## src/rtl/fm7_irq_pkg.sv

```systemverilog
// Shared definitions for the FM-7 style interrupt mask controller.
//   - Bit positions inside the $FD02 mask register
//   - Encoding of the $FD03 read-clear sequencer
package fm7_irq_pkg;

  localparam int KEY_BIT = 0;  // keyboard IRQ enable
  localparam int PRN_BIT = 1;  // printer IRQ enable
  localparam int TMR_BIT = 2;  // timer IRQ enable

  typedef enum logic [1:0] {
    ST_IDLE   = 2'd0,
    ST_ACCESS = 2'd1,
    ST_CLEAR  = 2'd2
  } clr_state_e;

endpackage

```

## src/rtl/irq_sync_edge.sv

```systemverilog
// Synchroniser plus falling-edge detector for one asynchronous,
// active-low interrupt source.
//   clk   : sampling clock
//   rst_n : asynchronous active-low reset (chain and history reset to 1)
//   din   : asynchronous input
//   fall  : one-cycle pulse, high while the synchronised input has just
//           gone 1->0 relative to its registered history
module irq_sync_edge #(
  parameter int SYNC_STAGES = 2
) (
  input  logic clk,
  input  logic rst_n,
  input  logic din,
  output logic fall
);

  logic [SYNC_STAGES-1:0] sync_q;
  logic                   hist_q;

  always_ff @(posedge clk or negedge rst_n) begin
    if (!rst_n) begin
      sync_q <= '1;
      hist_q <= 1'b1;
    end else begin
      sync_q <= {sync_q[SYNC_STAGES-2:0], din};
      hist_q <= sync_q[SYNC_STAGES-1];
    end
  end

  // Reset leaves history at 1, so a source already low at reset release
  // produces exactly one edge once it has passed the chain.
  assign fall = hist_q & ~sync_q[SYNC_STAGES-1];

endmodule

```

## src/rtl/irq_mask_ctrl.sv

```systemverilog
// Interrupt mask / status controller for the keyboard, printer and timer
// sources.
//   CLKSYS, RESETBn : system clock, async active-low reset
//   WFD02n          : $FD02 write strobe (mask register)
//   RFD01n          : $FD01 read strobe (keyboard data, clears key IRQ)
//   RFD03n          : $FD03 read strobe (IRQ status, clears printer IRQ
//                     and pulses IRQCLRn towards the timer)
//   MDATABUS_in     : write data
//   KEYSTBn, PRNACKn: asynchronous event inputs, falling edge = event
//   KEYINn, LPINTn  : pending IRQs, active-low
//   TMMASK          : timer mask, 1 = masked
//   IRQCLRn         : one-cycle active-low timer IRQ clear
//   MASK            : current $FD02 contents
module irq_mask_ctrl
  import fm7_irq_pkg::*;
#(
  parameter int SYNC_STAGES = 2
) (
  input  logic       CLKSYS,
  input  logic       RESETBn,
  input  logic       WFD02n,
  input  logic       RFD01n,
  input  logic       RFD03n,
  input  logic [7:0] MDATABUS_in,
  input  logic       KEYSTBn,
  input  logic       PRNACKn,
  output logic       KEYINn,
  output logic       LPINTn,
  output logic       TMMASK,
  output logic       IRQCLRn,
  output logic [7:0] MASK
);

  // Strobe history; bus strobes are synchronous to CLKSYS.
  logic wfd02_q, rfd01_q, rfd03_q;
  logic [7:0] data_q;
  logic [7:0] mask_q;
  logic key_q, prn_q;
  clr_state_e state_q, state_d;

  logic wfd02_rel, rfd01_rel, rfd03_asr, rfd03_rel;
  logic key_fall, prn_fall;
  logic key_set, key_clr, prn_set, prn_clr;

  assign wfd02_rel = ~wfd02_q & WFD02n;
  assign rfd01_rel = ~rfd01_q & RFD01n;
  assign rfd03_asr = rfd03_q & ~RFD03n;
  assign rfd03_rel = ~rfd03_q & RFD03n;

  irq_sync_edge #(.SYNC_STAGES(SYNC_STAGES)) u_key_sync (
    .clk   (CLKSYS),
    .rst_n (RESETBn),
    .din   (KEYSTBn),
    .fall  (key_fall)
  );

  irq_sync_edge #(.SYNC_STAGES(SYNC_STAGES)) u_prn_sync (
    .clk   (CLKSYS),
    .rst_n (RESETBn),
    .din   (PRNACKn),
    .fall  (prn_fall)
  );

  // Enables are taken from the current mask, not the one being written.
  assign key_set = key_fall & mask_q[KEY_BIT];
  assign prn_set = prn_fall & mask_q[PRN_BIT];
  assign key_clr = rfd01_rel | (wfd02_rel & ~data_q[KEY_BIT]);
  assign prn_clr = rfd03_rel | (wfd02_rel & ~data_q[PRN_BIT]);

  always_ff @(posedge CLKSYS or negedge RESETBn) begin
    if (!RESETBn) begin
      wfd02_q <= 1'b1;
      rfd01_q <= 1'b1;
      rfd03_q <= 1'b1;
      data_q  <= 8'h00;
      mask_q  <= 8'h00;
      key_q   <= 1'b0;
      prn_q   <= 1'b0;
      state_q <= ST_IDLE;
    end else begin
      wfd02_q <= WFD02n;
      rfd01_q <= RFD01n;
      rfd03_q <= RFD03n;
      // Data is held from the access itself; the bus may already have
      // moved on by the time the release is seen.
      if (!WFD02n) data_q <= MDATABUS_in;
      if (wfd02_rel) mask_q <= data_q;
      // Set beats clear so an event coinciding with a clear survives.
      if (key_set)      key_q <= 1'b1;
      else if (key_clr) key_q <= 1'b0;
      if (prn_set)      prn_q <= 1'b1;
      else if (prn_clr) prn_q <= 1'b0;
      state_q <= state_d;
    end
  end

  // A re-assertion seen while in CLEAR is not queued; a fresh assertion
  // edge from IDLE is needed to start the next sequence.
  always_comb begin
    state_d = state_q;
    case (state_q)
      ST_IDLE:   if (rfd03_asr) state_d = ST_ACCESS;
      ST_ACCESS: if (rfd03_rel) state_d = ST_CLEAR;
      ST_CLEAR:  state_d = ST_IDLE;
      default:   state_d = ST_IDLE;
    endcase
  end

  assign IRQCLRn = (state_q != ST_CLEAR);
  assign KEYINn  = ~key_q;
  assign LPINTn  = ~prn_q;
  assign MASK    = mask_q;
  assign TMMASK  = ~mask_q[TMR_BIT];

endmodule

```

## config.mk

```make
export PLATFORM = sky130hd
export DESIGN_NAME = irq_mask_ctrl
export DESIGN_NICKNAME = d
export VERILOG_FILES = /design/src/rtl/fm7_irq_pkg.sv /design/src/rtl/irq_sync_edge.sv /design/src/rtl/irq_mask_ctrl.sv
export SDC_FILE = /design/constraint.sdc
export NUM_CORES = 1
export LEC_CHECK = 0
export CORE_MARGIN = 5
export CORE_UTILIZATION = 50
export DETAILED_ROUTE_END_ITERATION = 10
export PLACE_DENSITY_LB_ADDON = 0.1
export SLEW_MARGIN = 30
export SYNTH_ARGS = -nofsm -noshare
export SYNTH_HDL_FRONTEND = slang
export SYNTH_SLANG_ARGS = --single-unit
```

## constraint.sdc

```tcl
create_clock -name CLKSYS -period 2.7 [get_ports CLKSYS]
set_input_delay 0.54 -clock CLKSYS [delete_from_list [all_inputs] [get_ports CLKSYS]]
set_output_delay 0.54 -clock CLKSYS [all_outputs]
set_load 0.02 [all_outputs]
```

==> qor.yml <==
grt:
  grtUsageTotal_pct: 13.3
  grt_pass1_vias: 679
  grt_pass1_wl_um: 2980
  grt_max_degree: 30
  antenna_found_initial: 0
  grt.overflow.total: 0
sta:
  fmax_ghz: 0.517
  max_slew_margin_pct: 77.2
  period_share_pct: 71.6
  setup_violations: 0
  hold_viol: 0
  tightest_slew_ps: 341
  layout_min_cycle_time_ps: 1930
  drv_slew: 0
  rsz0062_at_grt: "no"
  fin_worst_skew_ps: 7.45
  whs_ps: 357
  finalSetupTns_ps: 0
clocking:
  htree_levels: 2
  max-clock-path-buffers: 2
  cts_resized: 0
  cts_buffers: 5
  post-cts-setup-buffers: 0
  cts_tree: "yes"
  cts_sinks: 29
  holdBufCountCts: 0
  clkLatencyLatePin_ps: 320
  path_clk_slew_ps: 80
  cts_root_buf: "clkbuf_4"
setup_path:
  crit_chain: "nand2b_1 -> clkdlybuf4s50_1"
  crit_arrival_ps: 1390
  path_class: "register to primary output"
  critPathBufInv: 1
  crit_family: "buffers and inverters"
  cpMaxStageDelayCell: "clkdlybuf4s50_1"
  critical_path.max_fanout: 4
  crit_required_ps: 2160
  max_stage_delay_ps: 590
  worst_setup_path_start_kind: "register"
  critPathCaptureType: "primary output"
run:
  cap_violations: 0
die:
  core_area_um2: 1980
  initial_utilization_pct: 52.5
  fp.dieH_um: 55.6
  die_x_um: 55.6
  rows: 16
  die-area_um2: 3090
  io-pin-count: 27
pwr:
  power.density_nw_per_um2: 698
  leakagePower_uw: 0.000588
  power.total_uw: 974
  peakVddDrop_mv: 0.580
finish:
  syn2layout_area_growth_pct: 34.3
  fillers: 150
  register_area_um2: 737
  final_common_cell: "clkdlybuf4s50_1"
  layout_common_cells: "clkdlybuf4s50_1 (26), dfrtp_1 (20), mux2_2 (13)"
  multi_input_area_um2: 280
  num_antenna_cells: 0
  drive_above_1_share_pct: 31.3
  fin_nets: 113
synth:
  synth_area_per_cell_um2: 16.2
  netlist_area_um2: 1040
  synth.area.top_cells: "dfrtp_1 (48%), dfstp_2 (23%), mux2_2 (14%), mux2_1 (3.2%), o32ai_1 (1.7%)"
  yosysSeqAreaShare_pct: 70.9
  yosys.area.top_type: "dfrtp_1"
  syn-num-nets: 79
  ys_ff_latch: 29
  ys_warn_count: 0
  synth.distinct_cells: 15
  netlist_instances: 64
  synth.top_cell.area_share_pct: 48.1
drt:
  vias: 608
  routed_wl_um: 1630
  drt-pass1-iter-count: 2
  drt_iter0_markers: 2
  drt-wirelength-per-cell_um: 12.9
  viasPerCell: 4.83
  route.detailed.drc: 0
  ant_nets: 0
placed_design:
  io_buffers: 26
  gp_congestion: 0.637
hold_path:
  min_path_type: "register to register"
outcome:
  status: "complete, no violations"
through the flow:
step | std cells | utilization, % | area [um^2] | worst slack [ps]
finish | 126 | 70.5 | 1400 | 766
floorplan | 64 | - | 1040 | 1550
detailed placement | 118 | 67.5 | 1340 | 844
CTS | 126 | 70.5 | 1400 | 736
global placement | 118 | 67.5 | 1340 | 848
global route | 126 | 70.5 | 1400 | 675
layer usage:
metal	vias to the layer above	GRT usage (%)	share of wire (%)
li1	285	-	-
met1	300	13.4	38
met2	21	20.1	52
met3	2	7.89	8.5
met4	0	9.38	1.3
met5	-	0	0
area by class of cell:
| cell class | count | area share (%) |
|---|---|---|
| clock buffer | 8 | 4.21 |
| tap | 27 | 2.42 |
| multi-input combinational | 31 | 20.1 |
| inverter | 3 | 0.806 |
| timing repair buffer | 28 | 19.7 |
| sequential | 29 | 52.8 |
final timing paths:
path / start / to / slack [ps] / cells after the start
worst max-delay path: state_q[0] / IRQCLRn / 770 / 2
worst min-delay path: u_prn_sync.sync_q[0] / u_prn_sync.sync_q[1] / 360 / 0
worst max register to register: wfd02_q / MASK[5] / 1440 / 2
worst min register to register: u_prn_sync.sync_q[0] / u_prn_sync.sync_q[1] / 360 / 0
max in group asynchronous: RESETBn / u_key_sync.hist_q / 1800 / 2
min in group asynchronous: RESETBn / MASK[1] / 600 / 2
Yosys cell counts (all sizes together):
cell type / number
nand2: 3
and3b: 1
and2b: 1
buf: 1
mux2: 16
a21oi: 1
dfrtp: 20
nand2b: 2
inv: 3
dfstp: 9
nor2b: 2
nor3b: 2
o32ai: 2
o21bai: 1
state kept, by name, indices dropped and copies added (netlist names):
signal,count
MASK,8
u_key_sync.sync_q,2
u_prn_sync.sync_q,2
wfd02_q,1
data_q,8
state_q,2
rfd01_q,1
key_q,1
u_prn_sync.hist_q,1
u_key_sync.hist_q,1
rfd03_q,1
prn_q,1
where the power goes:
part           switching (uW)  total (uW)  internal [uW]  leakage, uW
Sequential               26.8         517            490     0.000333
Combinational            86.1         198            112     0.000222
Clock                     131         259            128    0.0000326
Total                     244         974            730     0.000588
cell families (layout without fill, tap and decap cells):
kind of cell | count (synthesis) | in the layout | synth area share, %
muxes | 16 | 16 | 17.3
AOI/OAI and AO/OA | 4 | 4 | 2.89
and+or+nand+nor | 11 | 11 | 6.74
DFF | 29 | 29 | 70.9
buffers and inverters | 4 | 39 | 2.17
Note: power is estimated with default switching activity, not from simulation.
